<file path="config.mk">
export PLATFORM = sky130hd
export DESIGN_NAME = opendap_cdc_req_src
export DESIGN_NICKNAME = d
export VERILOG_FILES = /design/src/rtl/opendap_cdc_req_src.sv
export SDC_FILE = /design/constraint.sdc
export NUM_CORES = 1
export LEC_CHECK = 0
export CORE_MARGIN = 4
export CORE_UTILIZATION = 42
export DETAILED_ROUTE_END_ITERATION = 8
export MAX_ROUTING_LAYER = met4
export PLACE_DENSITY = 0.84
export SETUP_SLACK_MARGIN = 0.02
export SLEW_MARGIN = 15
export SYNTH_ARGS = -nofsm -noshare
export SYNTH_HDL_FRONTEND = slang
export SYNTH_SLANG_ARGS = --single-unit
</file>
<file path="constraint.sdc">
create_clock -name clk -period 5.1 [get_ports clk]
set_clock_uncertainty 0.15 [all_clocks]
set_input_delay 1.02 -clock clk [delete_from_list [all_inputs] [get_ports clk]]
set_output_delay 1.02 -clock clk [all_outputs]
set_load 0.05 [all_outputs]
</file>
<file path="src/rtl/opendap_cdc_req_src.sv">
// Source side of a four-phase req/ack crossing: holds a word on data_o, raises req_o, waits for ack to return to zero.
// Optional ack timeout flag: define OPENDAP_CDC_SRC_TIMEOUT_EN.

module opendap_sync_1bit #(
    parameter int N_STAGES = 2
) (
    input  logic clk,
    input  logic rst_n,
    input  logic d,
    output logic q
);

    logic [N_STAGES-1:0] sync_q;

    always_ff @(posedge clk or negedge rst_n) begin
        if (!rst_n) begin
            sync_q <= '0;
        end else begin
            sync_q <= {sync_q[N_STAGES-2:0], d};
        end
    end

    assign q = sync_q[N_STAGES-1];

endmodule

// state   | meaning
// IDLE    | no transfer; accepts a word once the synchronised ack is low
// REQ     | req_o high, data_o held, waiting for ack
// RELEASE | req_o low, data_o held, waiting for ack to return to zero
module opendap_cdc_req_src #(
    parameter int W         = 32,
    parameter int N_STAGES  = 2,
    parameter int TIMEOUT_W = 8
) (
    input  logic         clk,
    input  logic         rst_n,
    input  logic         src_valid,
    output logic         src_ready,
    input  logic [W-1:0] src_data,
    output logic         done,
    output logic         req_o,
    output logic [W-1:0] data_o,
    input  logic         ack_i,
    output logic         busy,
    output logic         err,
    input  logic         err_clr
);

    typedef enum logic [1:0] {
        IDLE    = 2'd0,
        REQ     = 2'd1,
        RELEASE = 2'd2
    } state_t;

    state_t state_q, state_d;
    logic   ack_sync;
    logic   accept;
    logic   done_d;

    opendap_sync_1bit #(
        .N_STAGES(N_STAGES)
    ) u_ack_sync (
        .clk  (clk),
        .rst_n(rst_n),
        .d    (ack_i),
        .q    (ack_sync)
    );

    // A stale ack left over from a previous transfer or reset blocks new requests.
    assign src_ready = (state_q == IDLE) && !ack_sync;
    assign busy      = (state_q != IDLE);

    always_comb begin
        state_d = state_q;
        accept  = 1'b0;
        done_d  = 1'b0;
        case (state_q)
            IDLE: begin
                if (src_valid && src_ready) begin
                    state_d = REQ;
                    accept  = 1'b1;
                end
            end
            REQ: begin
                if (ack_sync) begin
                    state_d = RELEASE;
                end
            end
            RELEASE: begin
                if (!ack_sync) begin
                    state_d = IDLE;
                    done_d  = 1'b1;
                end
            end
            default: begin
                state_d = IDLE;
            end
        endcase
    end

    always_ff @(posedge clk or negedge rst_n) begin
        if (!rst_n) begin
            state_q <= IDLE;
            req_o   <= 1'b0;
            data_o  <= '0;
            done    <= 1'b0;
        end else begin
            state_q <= state_d;
            req_o   <= (state_d == REQ);
            done    <= done_d;
            if (accept) begin
                data_o <= src_data;
            end
        end
    end

`ifdef OPENDAP_CDC_SRC_TIMEOUT_EN
    localparam logic [TIMEOUT_W-1:0] CNT_MAX = '1;

    logic [TIMEOUT_W-1:0] cnt_q;
    logic                 entering;
    logic                 hit_max;

    assign entering = (state_d != state_q) && (state_d != IDLE);
    // Fires only on the step into all-ones so a cleared err stays clear while saturated.
    assign hit_max  = busy && !entering && (cnt_q == CNT_MAX - 1'b1);

    always_ff @(posedge clk or negedge rst_n) begin
        if (!rst_n) begin
            cnt_q <= '0;
        end else if (entering) begin
            cnt_q <= '0;
        end else if (busy && (cnt_q != CNT_MAX)) begin
            cnt_q <= cnt_q + 1'b1;
        end
    end

    always_ff @(posedge clk or negedge rst_n) begin
        if (!rst_n) begin
            err <= 1'b0;
        end else if (hit_max) begin
            err <= 1'b1;
        end else if (err_clr) begin
            err <= 1'b0;
        end
    end
`else
    logic unused_err_clr;

    assign err            = 1'b0;
    assign unused_err_clr = err_clr ^ TIMEOUT_W[0];
`endif

endmodule

</file>
==> summary.md <==
| Metric | Value |
|---|---|
| Post CTS Setup Buffer Count | 0 |
| Root buf cell | clkbuf_4 |
| DR pass1 iterations | 2 |
| Die height | 66.3 µm |
| PwrDens | 518 nW/µm² |
| Initial DRC Count | 21 |
| Slew Limit Fails | 0 |
| Final WL | 3130 µm |
| Initial antenna violation count | 0 |
| Port bufs | 71 |
| H-tree depth | 2 |
| Fmax | 0.312 GHz |
| RSZ-0062 raised after global routing | false |
| Most common cell after layout, fill and taps aside | clkdlybuf4s50_1 |
| CP Cell Sequence | or2_2 -> nor2_1 -> clkdlybuf4s50_1 |
| Setup crit end kind | output port |
| Area grow syn2layout | 55.2% |
| DP HPWL | 2410 µm |
| Residual DRC | 0 |
| Part of the power in registers | 0.367 |
| Post-cts gate resize count | 0 |
| Fin crit share | 0.629 |
| Cts hold-fix bufs | 0 |
| Synth Register Bits | 38 |
| Worst skew pair latency | 0.33 ns |
| Layout cells sized above 1 | 0.256 |
| Max-Cap Viols | 0 |
| WP data required | 3.93 ns |
| GRT overflow | 0 |
| Worst-margin pin slew | 0.813 ns |
| CP arrival | 2.04 ns |
| Reg2reg setup slack | 2.83 ns |
| Syn_area_per_cell | 17.0 µm² |
| Core Area | 3150 µm² |
| # clock sinks | 38 |
| CTS clk-pin slew, worst paths | 0.11 ns |
| Mapped Area | 1430 µm² |
| Final setup fails | 0 |
| Grt met3 use | 0.0697 |
| Final min period | 3.21 ns |
| Synthesized netlist cell count | 84 |
| Vias | 971 |
| Commonest non-fill, non-tap cells in the layout | clkdlybuf4s50_1 (70), dfrtp_1 (38), mux2_2 (30) |
| GRT busiest layer | met2 |
| Seq/Total Area, Yosys | 0.667 |
| First-pass GRT wire length | 5200 µm |
| Antenna Nets Post-Route | 0 |
| Worst path slowest cell | clkdlybuf4s50_1 |
| Largest net degree at the start of global routing | 39 |
| Placed standard-cell area | 2150 µm² |
| Hold WS | 0.215 ns |
| Setup ws final | 1.89 ns |
| Pre-CTS setup slack | 1.81 ns |
| Comb pwr share | 0.495 |
| Post-Route Utilization | 0.702 |
| CP Buf/Inv Count | 1 |
| Initial Utilization | 0.452 |
| Global Route met1 Usage | 0.177 |
| Static Leak | 0.919 nW |
| Critical setup path kind | flip-flop to output port |
| CTS tree | done |
| Ports | 74 |
| Post-route cell area | 2210 µm² |
| Overall Global Routing Usage | 0.165 |
| Crit path launch type | flip-flop |
| Sw frac | 0.426 |
| Final Net Count | 196 |
| Peak per-stage delay on the critical path | 0.81 ns |
| CP Max Fanout | 5 |
| Routability cong. | 0.688 |
| Max_slew headroom | 0.458 |
| Syn. warnings | 0 |
| CP top delay family | buffers and inverters |
| Avg WL per Cell | 15.3 µm |
| Sw power | 489 µW |
| Hold Violations, Final | 0 |
| Status | complete, no violations |
| Hold WC Path Type | flip-flop to flip-flop |
| Synth unique cells | 13 |
| ANT cells | 0 |
| Design internal power | 657 µW |
| Via/cell ratio | 4.76 |
| Part of the power in the clock network | 0.138 |
| Syn Nets | 121 |
| Clock buffer depth | 2 |
| Die ar. | 4390 µm² |
| Number of global-route vias before repair | 1156 |
| Setup TNS | 0 ns |
| TritonCTS Buffers | 5 |
| Die width | 66.3 µm |
| GR Util met2 | 0.261 |
| VDD IR max | 0.000289 V |
| FP Rows | 20 |
[per-layer routing]
layer / vias to the layer above / share of wire
met5: - / 0
met4: 0 / 0.022
met3: 10 / 0.11
met2: 49 / 0.50
met1: 471 / 0.37
li1: 441 / -
[area by class of cell]
cell class                      count  area, µm²
Tap cell                           44       55.1
Clock inverter                      1       5.00
Sequential cell                    38        951
Multi-Input combinational cell     42        434
Fill cell                         233        940
Timing Repair Buffer               72        713
Clock buffer                        7       55.1
[state kept, by name (all words and copies together), names as in the netlist]
| register | count |
|---|---|
| done | 1 |
| u_ack_sync.sync_q | 2 |
| req_o | 1 |
| state_q | 2 |
| data_o | 32 |
[worst paths after layout]
path | from | endpoint | cells past startpoint
setup / recovery | state_q[0]$_DFF_PN0_ | src_ready | 3
hold / removal | u_ack_sync.sync_q[0]$_DFF_PN0_ | u_ack_sync.sync_q[1]$_DFF_PN0_ | 0
setup reg to reg | state_q[0]$_DFF_PN0_ | data_o[29]$_DFFE_PN0P_ | 3
hold reg to reg | u_ack_sync.sync_q[0]$_DFF_PN0_ | u_ack_sync.sync_q[1]$_DFF_PN0_ | 0
max in group asynchronous | rst_n | data_o[5]$_DFFE_PN0P_ | 1
min in group asynchronous | rst_n | data_o[0]$_DFFE_PN0P_ | 1
[power groups by stage]
| stage | Combinational (mW) | Clock (mW) | Sequential, mW |
|---|---|---|---|
| 2_1_floorplan | 0.0961 | 0 | 0.691 |
| 3_3_place_gp | 0.565 | 0 | 0.420 |
| 3_5_place_dp | 0.571 | 0 | 0.429 |
| 4_1_cts | 0.573 | 0.166 | 0.422 |
| 5_1_grt | 0.590 | 0.183 | 0.433 |
| 6_report | 0.567 | 0.158 | 0.421 |
[logic make-up (layout without fill, tap and decap cells)]
group                     Yosys count  after routing  synth area share
xor gates and xnor gates            1              1           0.00614
buffers and inverters               4             80            0.0289
DFF                                38             38             0.667
and+or+nand+nor                     8              8            0.0430
other                               1              1           0.00263
muxes                              32             32             0.253
[synthesized netlist by cell type, drive strengths merged]
cell type / count / area share
nor3b: 1 / 0.0053
conb: 1 / 0.0026
or2: 1 / 0.0044
nor2: 2 / 0.0053
nor4b: 1 / 0.017
dfrtp: 38 / 0.67
and2: 1 / 0.0044
mux2: 32 / 0.25
buf: 4 / 0.029
nor3: 2 / 0.0070
xor2: 1 / 0.0061
[metrics by stage]
stage               power [mW]  std cells
global route              1.21        204
global placement         0.985        196
detailed placement        1.00        196
floorplan                0.787         84
finish                    1.15        204
CTS                       1.16        204
Power figures use the tool's default switching activity.
==> patch 1 (config.mk and constraints unchanged) <==
`W`: 32 -> 48.
--- a/src/rtl/opendap_cdc_req_src.sv
+++ b/src/rtl/opendap_cdc_req_src.sv
@@ -31,3 +31,3 @@
 module opendap_cdc_req_src #(
-    parameter int W         = 32,
+    parameter int W         = 48,
     parameter int N_STAGES  = 2,
Ports: changed (resized data_o and src_data); port bits go from 74 to 106. No check against the original RTL was run, so the function may have changed too.
==> patch 1 against the unedited design <==
Largest power group unchanged. Via count is 37% higher. Routed wire length is 47% higher. Sequential cell count is 16 higher. Cell count is 36% higher. Total power is 45% higher. Worst setup slack better by 0.041 ns. Cell area is 43% higher. Register-to-register slack better by 0.46 ns. Area after synthesis is 42% higher.
==> patch 1: results (changes against the unedited design) <==
cells_and_area:
  fillers: 333  # +43%
  drive_gt1_share_pct: 18.1  # -7.5 points
  reg_top3: "data_o x48, state_q x2, u_ack_sync.sync_q x2"
  fin_nets: 278  # +42%
  antenna_cells: 0  # unchanged
synth:
  synthAdderAreaFrac_pct: 0  # unchanged
  synth_compound_area_share_pct: 0  # unchanged
  synth_area_leaders: "dfrtp_1 (67%), mux2_2 (16%), mux2_1 (11%)"
  synth_fp_nets: 171  # +41%
  postSynth.asyncResetShare_pct: 100  # unchanged
  synth_mux_area_share_pct: 26.7  # +1.5 points
  ys_top_cells_by_count: "dfrtp_1 (54), mux2_2 (28), mux2_1 (20)"
  yosysSeqAreaShare_pct: 66.8  # +0.17 points
  ys_warn_count: 0  # unchanged
  synth_xor_area_share_pct: 0.433  # -0.18 points
  yosysUniqueCellTypes: 13  # unchanged
setup_path:
  r2r_cells: 3  # unchanged
  r2r_slack_ns: 3.29  # +0.46 ns
  r2r-end: "data_o[33]$_DFFE_PN0P_"
  rr_startpoint: "state_q[0]$_DFF_PN0_"
  crit_required_ns: 3.93  # about the same
  cp_top_family: "buffers and inverters"
  crit_path_start_kind: "flip-flop"
  crit_end: "src_ready"
  max_stage_delay_ns: 0.82
  slowest_stage: "clkdlybuf4s50_1"
  critPathMaxFanout: 5  # unchanged
route:
  viasPerCell: 4.80  # +0.81%
  dr.pass1.iters: 3  # +1
  routed_wl_um: 4590  # +47%
  drtIter0Drc: 41  # +95%
clock_tree:
  cts_repair_resize_count: 0  # unchanged
  htreeDepth: 2  # unchanged
  clkSlewWorstSetupHoldPaths_ns: 0.09  # -0.02 ns
  cts-root-buf: "clkbuf_8"
  numCtsBuffers: 5  # unchanged
  cts_setup_buffers: 0  # unchanged
  clock_latency_ns: 0.30  # -0.03 ns
  cts_buffer_depth: 2  # unchanged
pwr:
  p_leak_nw: 1.32  # +44%
  peakVddDrop_mv: 0.275  # -4.8%
placed_design:
  io_buffer_count: 103  # +45%
  dp_hpwl_um: 3510  # +45%
  gp_congestion: 0.732  # +6.5%
  placed_area_mm2: 0.00308  # +43%
timing:
  worst_pin_slew_ns: 0.670  # -0.143 ns
global_routing:
  grt_max_degree: 55  # +41%
  grt_usage_pct: 16.5  # -0.026 points
  grt_pass1_wl_um: 7440  # +43%
  first_global_vias: 1428  # +24%
  antenna_found_initial: 0  # unchanged
worst_hold_path:
  hp-class: "flip-flop to flip-flop"
status:
  status: "finished clean"
[patch 1: cell types whose count changed after synthesis, sizes merged]
cell / change
dfrtp: +16
mux2: +16
buf: +2
[patch 1: final cells by class]
| type | instances | area share [%] |
|---|---|---|
| Clock inverter | 1 | 0.158 |
| Multi-Input combinational cell | 58 | 19.4 |
| Clock buffer | 7 | 2.72 |
| Timing Repair Buffer | 106 | 33.1 |
| Tap cell | 52 | 2.05 |
| Sequential cell | 54 | 42.6 |
[patch 1: report_power, final]
group | internal, mW | leakage [nW] | switching, mW
Clock | 0.110 | 0.0482 | 0.130
Sequential | 0.541 | 0.638 | 0.0552
Combinational | 0.304 | 0.632 | 0.524
Total | 0.955 | 1.32 | 0.708
[patch 1: logic make-up (layout without fill, tap and decap cells)]
group / after synthesis / in the layout
XOR/XNOR: 1 / 1
buffers and inverters: 6 / 114
other: 1 / 1
flip-flops: 54 / 54
AND/OR/NAND/NOR: 8 / 8
multiplexers: 48 / 48
[patch 1: metal layers]
metal | vias up | GRT usage, % | wire [um]
met5 | - | - | 0
met4 | 0 | 8.36 | 127
met3 | 10 | 3.36 | 210
met2 | 50 | 28.7 | 2420
met1 | 651 | 17.9 | 1840
li1 | 623 | - | -
[patch 1: how the worst min path moves through the flow]
stage                                          end  cells after the start                      startpoint
finish              u_ack_sync.sync_q[1]$_DFF_PN0_                      0  u_ack_sync.sync_q[0]$_DFF_PN0_
global route        u_ack_sync.sync_q[1]$_DFF_PN0_                      0  u_ack_sync.sync_q[0]$_DFF_PN0_
CTS                 u_ack_sync.sync_q[1]$_DFF_PN0_                      0  u_ack_sync.sync_q[0]$_DFF_PN0_
detailed placement  u_ack_sync.sync_q[1]$_DFF_PN0_                      0  u_ack_sync.sync_q[0]$_DFF_PN0_
global placement    u_ack_sync.sync_q[1]$_DFF_PN0_                      0  u_ack_sync.sync_q[0]$_DFF_PN0_
floorplan           u_ack_sync.sync_q[1]$_DFF_PN0_                      0  u_ack_sync.sync_q[0]$_DFF_PN0_
[patch 1: worst reg2reg max path: cells and delay by family (launching register included)]
family                 cells  cell delay [ns]
muxes                      1             0.39
buffers and inverters      1             0.38
DFF                        1             0.46
and+or+nand+nor            1             0.31
[patch 1: per-stage QoR]
step                      utilization [%]  hold slack (ns)  setup WS, ns  cells  power [mW]
after floorplan                         -            0.181          2.36    118        1.13
after global placement               68.4            0.182          2.26    270        1.42
after detailed placement             68.4            0.189          2.25    270        1.44
after CTS                            70.4            0.210          1.91    278        1.68
after global routing                 70.4            0.224          1.85    278        1.74
final                                70.4            0.206          1.93    278        1.66
==> patch 2 (config.mk and constraints unchanged) <==
Without the edit above. Re-encode `state_t` (3 states) as one-hot, 3 bits wide.
--- a/src/rtl/opendap_cdc_req_src.sv
+++ b/src/rtl/opendap_cdc_req_src.sv
@@ -49,6 +49,6 @@
 
-    typedef enum logic [1:0] {
-        IDLE    = 2'd0,
-        REQ     = 2'd1,
-        RELEASE = 2'd2
+    typedef enum logic [2:0] {
+        IDLE    = 3'b001,
+        REQ     = 3'b010,
+        RELEASE = 3'b100
     } state_t;
Behaviour: same outputs for any inputs over 10 cycles, from zero or initial values and one cycle with rst_n low; not proved beyond that.
==> patch 2 against the unedited design <==
Synthesized cell count grew 9.5%. Cell area grew 11%. Highest routed layer unchanged. Critical path depth decreased by 1. Routed wire length is 6.3% higher. Sequential cell count up 1. Count of clock-buffer cells in the layout fell by 1. Total power is 28% higher. Via count is 4.4% higher. Worst setup slack worse by 0.019 ns. Area after synthesis rose by 14%.
==> patch 2: results (changes against the unedited design) <==
status:
  status: "finished clean"
worst_hold_path:
  hp-class: "flip-flop to flip-flop"
synth:
  synthCells: 92  # +9.5%
  synth_area_leaders: "dfrtp_1 (58%), mux2_4 (28%), buf_6 (2.8%)"
  postSynth.asyncResetShare_pct: 100  # unchanged
  synth_fp_nets: 129  # +6.6%
  yosysSeqAreaShare_pct: 59.9  # -6.8 points
  yosysUniqueCellTypes: 20  # +7
  ys_top_cells_by_count: "dfrtp_1 (38), mux2_4 (30), buf_6 (4)"
  ys_warn_count: 0  # unchanged
global_routing:
  first_global_vias: 1081  # -6.5%
  use_met2_pct: 23.2  # -3.0 points
  grtUsageMet1_pct: 17.6  # -0.11 points
  grt_usage_pct: 14.7  # -1.8 points
  grt_pass1_wl_um: 5500  # +5.7%
  use_met3_pct: 4.03  # -2.9 points
  grt_max_degree: 40  # +2.6%
  antenna_found_initial: 0  # unchanged
route:
  via_count: 1014  # +4.4%
  routed_wl_um: 3330  # +6.3%
  dr.pass1.iters: 4  # +2
  drtIter0Drc: 34  # +62%
  wl_per_cell_um: 15.6  # +1.8%
clock_tree:
  cts-root-buf: "clkbuf_8"
  cts_buffer_depth: 2  # unchanged
  clkSlewWorstSetupHoldPaths_ns: 0.07  # -0.04 ns
  clock_latency_ns: 0.28  # -0.05 ns
  htreeDepth: 2  # unchanged
  cts_setup_buffers: 0  # unchanged
  numCtsBuffers: 5  # unchanged
  cts_repair_resize_count: 0  # unchanged
placed_design:
  io_buffer_count: 71  # unchanged
  dp_hpwl_um: 2420  # +0.26%
  placed_area_mm2: 0.00234  # +8.7%
  dp_cells: 205  # +4.6%
  pre_cts_ws_ns: 2.11  # +0.305 ns
  gp_congestion: 0.747  # +8.6%
cells_and_area:
  reg_top3: "data_o x32, state_q x3, u_ack_sync.sync_q x2"
  antenna_cells: 0  # unchanged
  drive_gt1_share_pct: 27.9  # +2.3 points
  fillers: 277  # +19%
  fin_nets: 201  # +2.6%
floorplan:
  dieWidth_um: 70.3  # +6.1%
pwr:
  p_per_area_mw_per_mm2: 596  # +15%
  peakVddDrop_mv: 0.326  # +13%
  swShare_pct: 40.5  # -2.1 points
  p_leak_nw: 1.13  # +23%
timing:
  slew_headroom_pct: 29.0  # -17 points
setup_path:
  critPathMaxFanout: 9  # +4
==> patch 2: final timing paths <==
| path | cells after the start | end | from | slack, ns |
|---|---|---|---|---|
| min | 0 | u_ack_sync.sync_q[1]$_DFF_PN0_ | u_ack_sync.sync_q[0]$_DFF_PN0_ | 0.21 |
| max | 2 | busy | state_q[0]$_DFF_PN1_ | 1.87 |
| min reg2reg | 0 | u_ack_sync.sync_q[1]$_DFF_PN0_ | u_ack_sync.sync_q[0]$_DFF_PN0_ | 0.21 |
| max in group asynchronous | 1 | data_o[5]$_DFFE_PN0P_ | rst_n | 3.57 |
| min in group asynchronous | 1 | data_o[10]$_DFFE_PN0P_ | rst_n | 0.68 |
| max reg2reg | 3 | data_o[12]$_DFFE_PN0P_ | state_q[0]$_DFF_PN1_ | 2.80 |
==> patch 2: cell type report <==
class | count | share of cell area, %
flip-flops and latches | 39 | 39.8
repair buffers | 71 | 28.7
multi-input cells | 47 | 24.3
clock buffers | 6 | 3.36
well taps | 48 | 2.44
clock inverters | 2 | 1.43
==> patch 2: logic make-up after synthesis <==
kind of cell | Yosys count | synth area share [%]
AOI/OAI and AO/OA | 2 | 0.767
xor gates and xnor gates | 1 | 0.537
buffers and inverters | 6 | 3.53
DFF | 39 | 59.9
muxes | 33 | 29.7
other | 1 | 0.230
and+or+nand+nor | 10 | 5.37
==> patch 2: layer usage <==
metal	wire [um]	part of all wire, %
met2	1590	48
met3	219	6.6
met5	0	0
met4	52	1.6
met1	1460	44
==> patch 2: power by group through the flow <==
stage	sequential [mW]	clock [mW]	combinational, mW
finish	0.463	0.260	0.742
global route	0.477	0.278	0.765
CTS	0.464	0.263	0.749
detailed placement	0.468	0	0.745
global placement	0.462	0	0.739
floorplan	0.783	0	0.181
==> patch 2: critical path: stages, from the launching register on <==
cell and delay, ns:
dfstp_2 0.60, or3b_2 0.46, clkdlybuf4s50_1 0.71
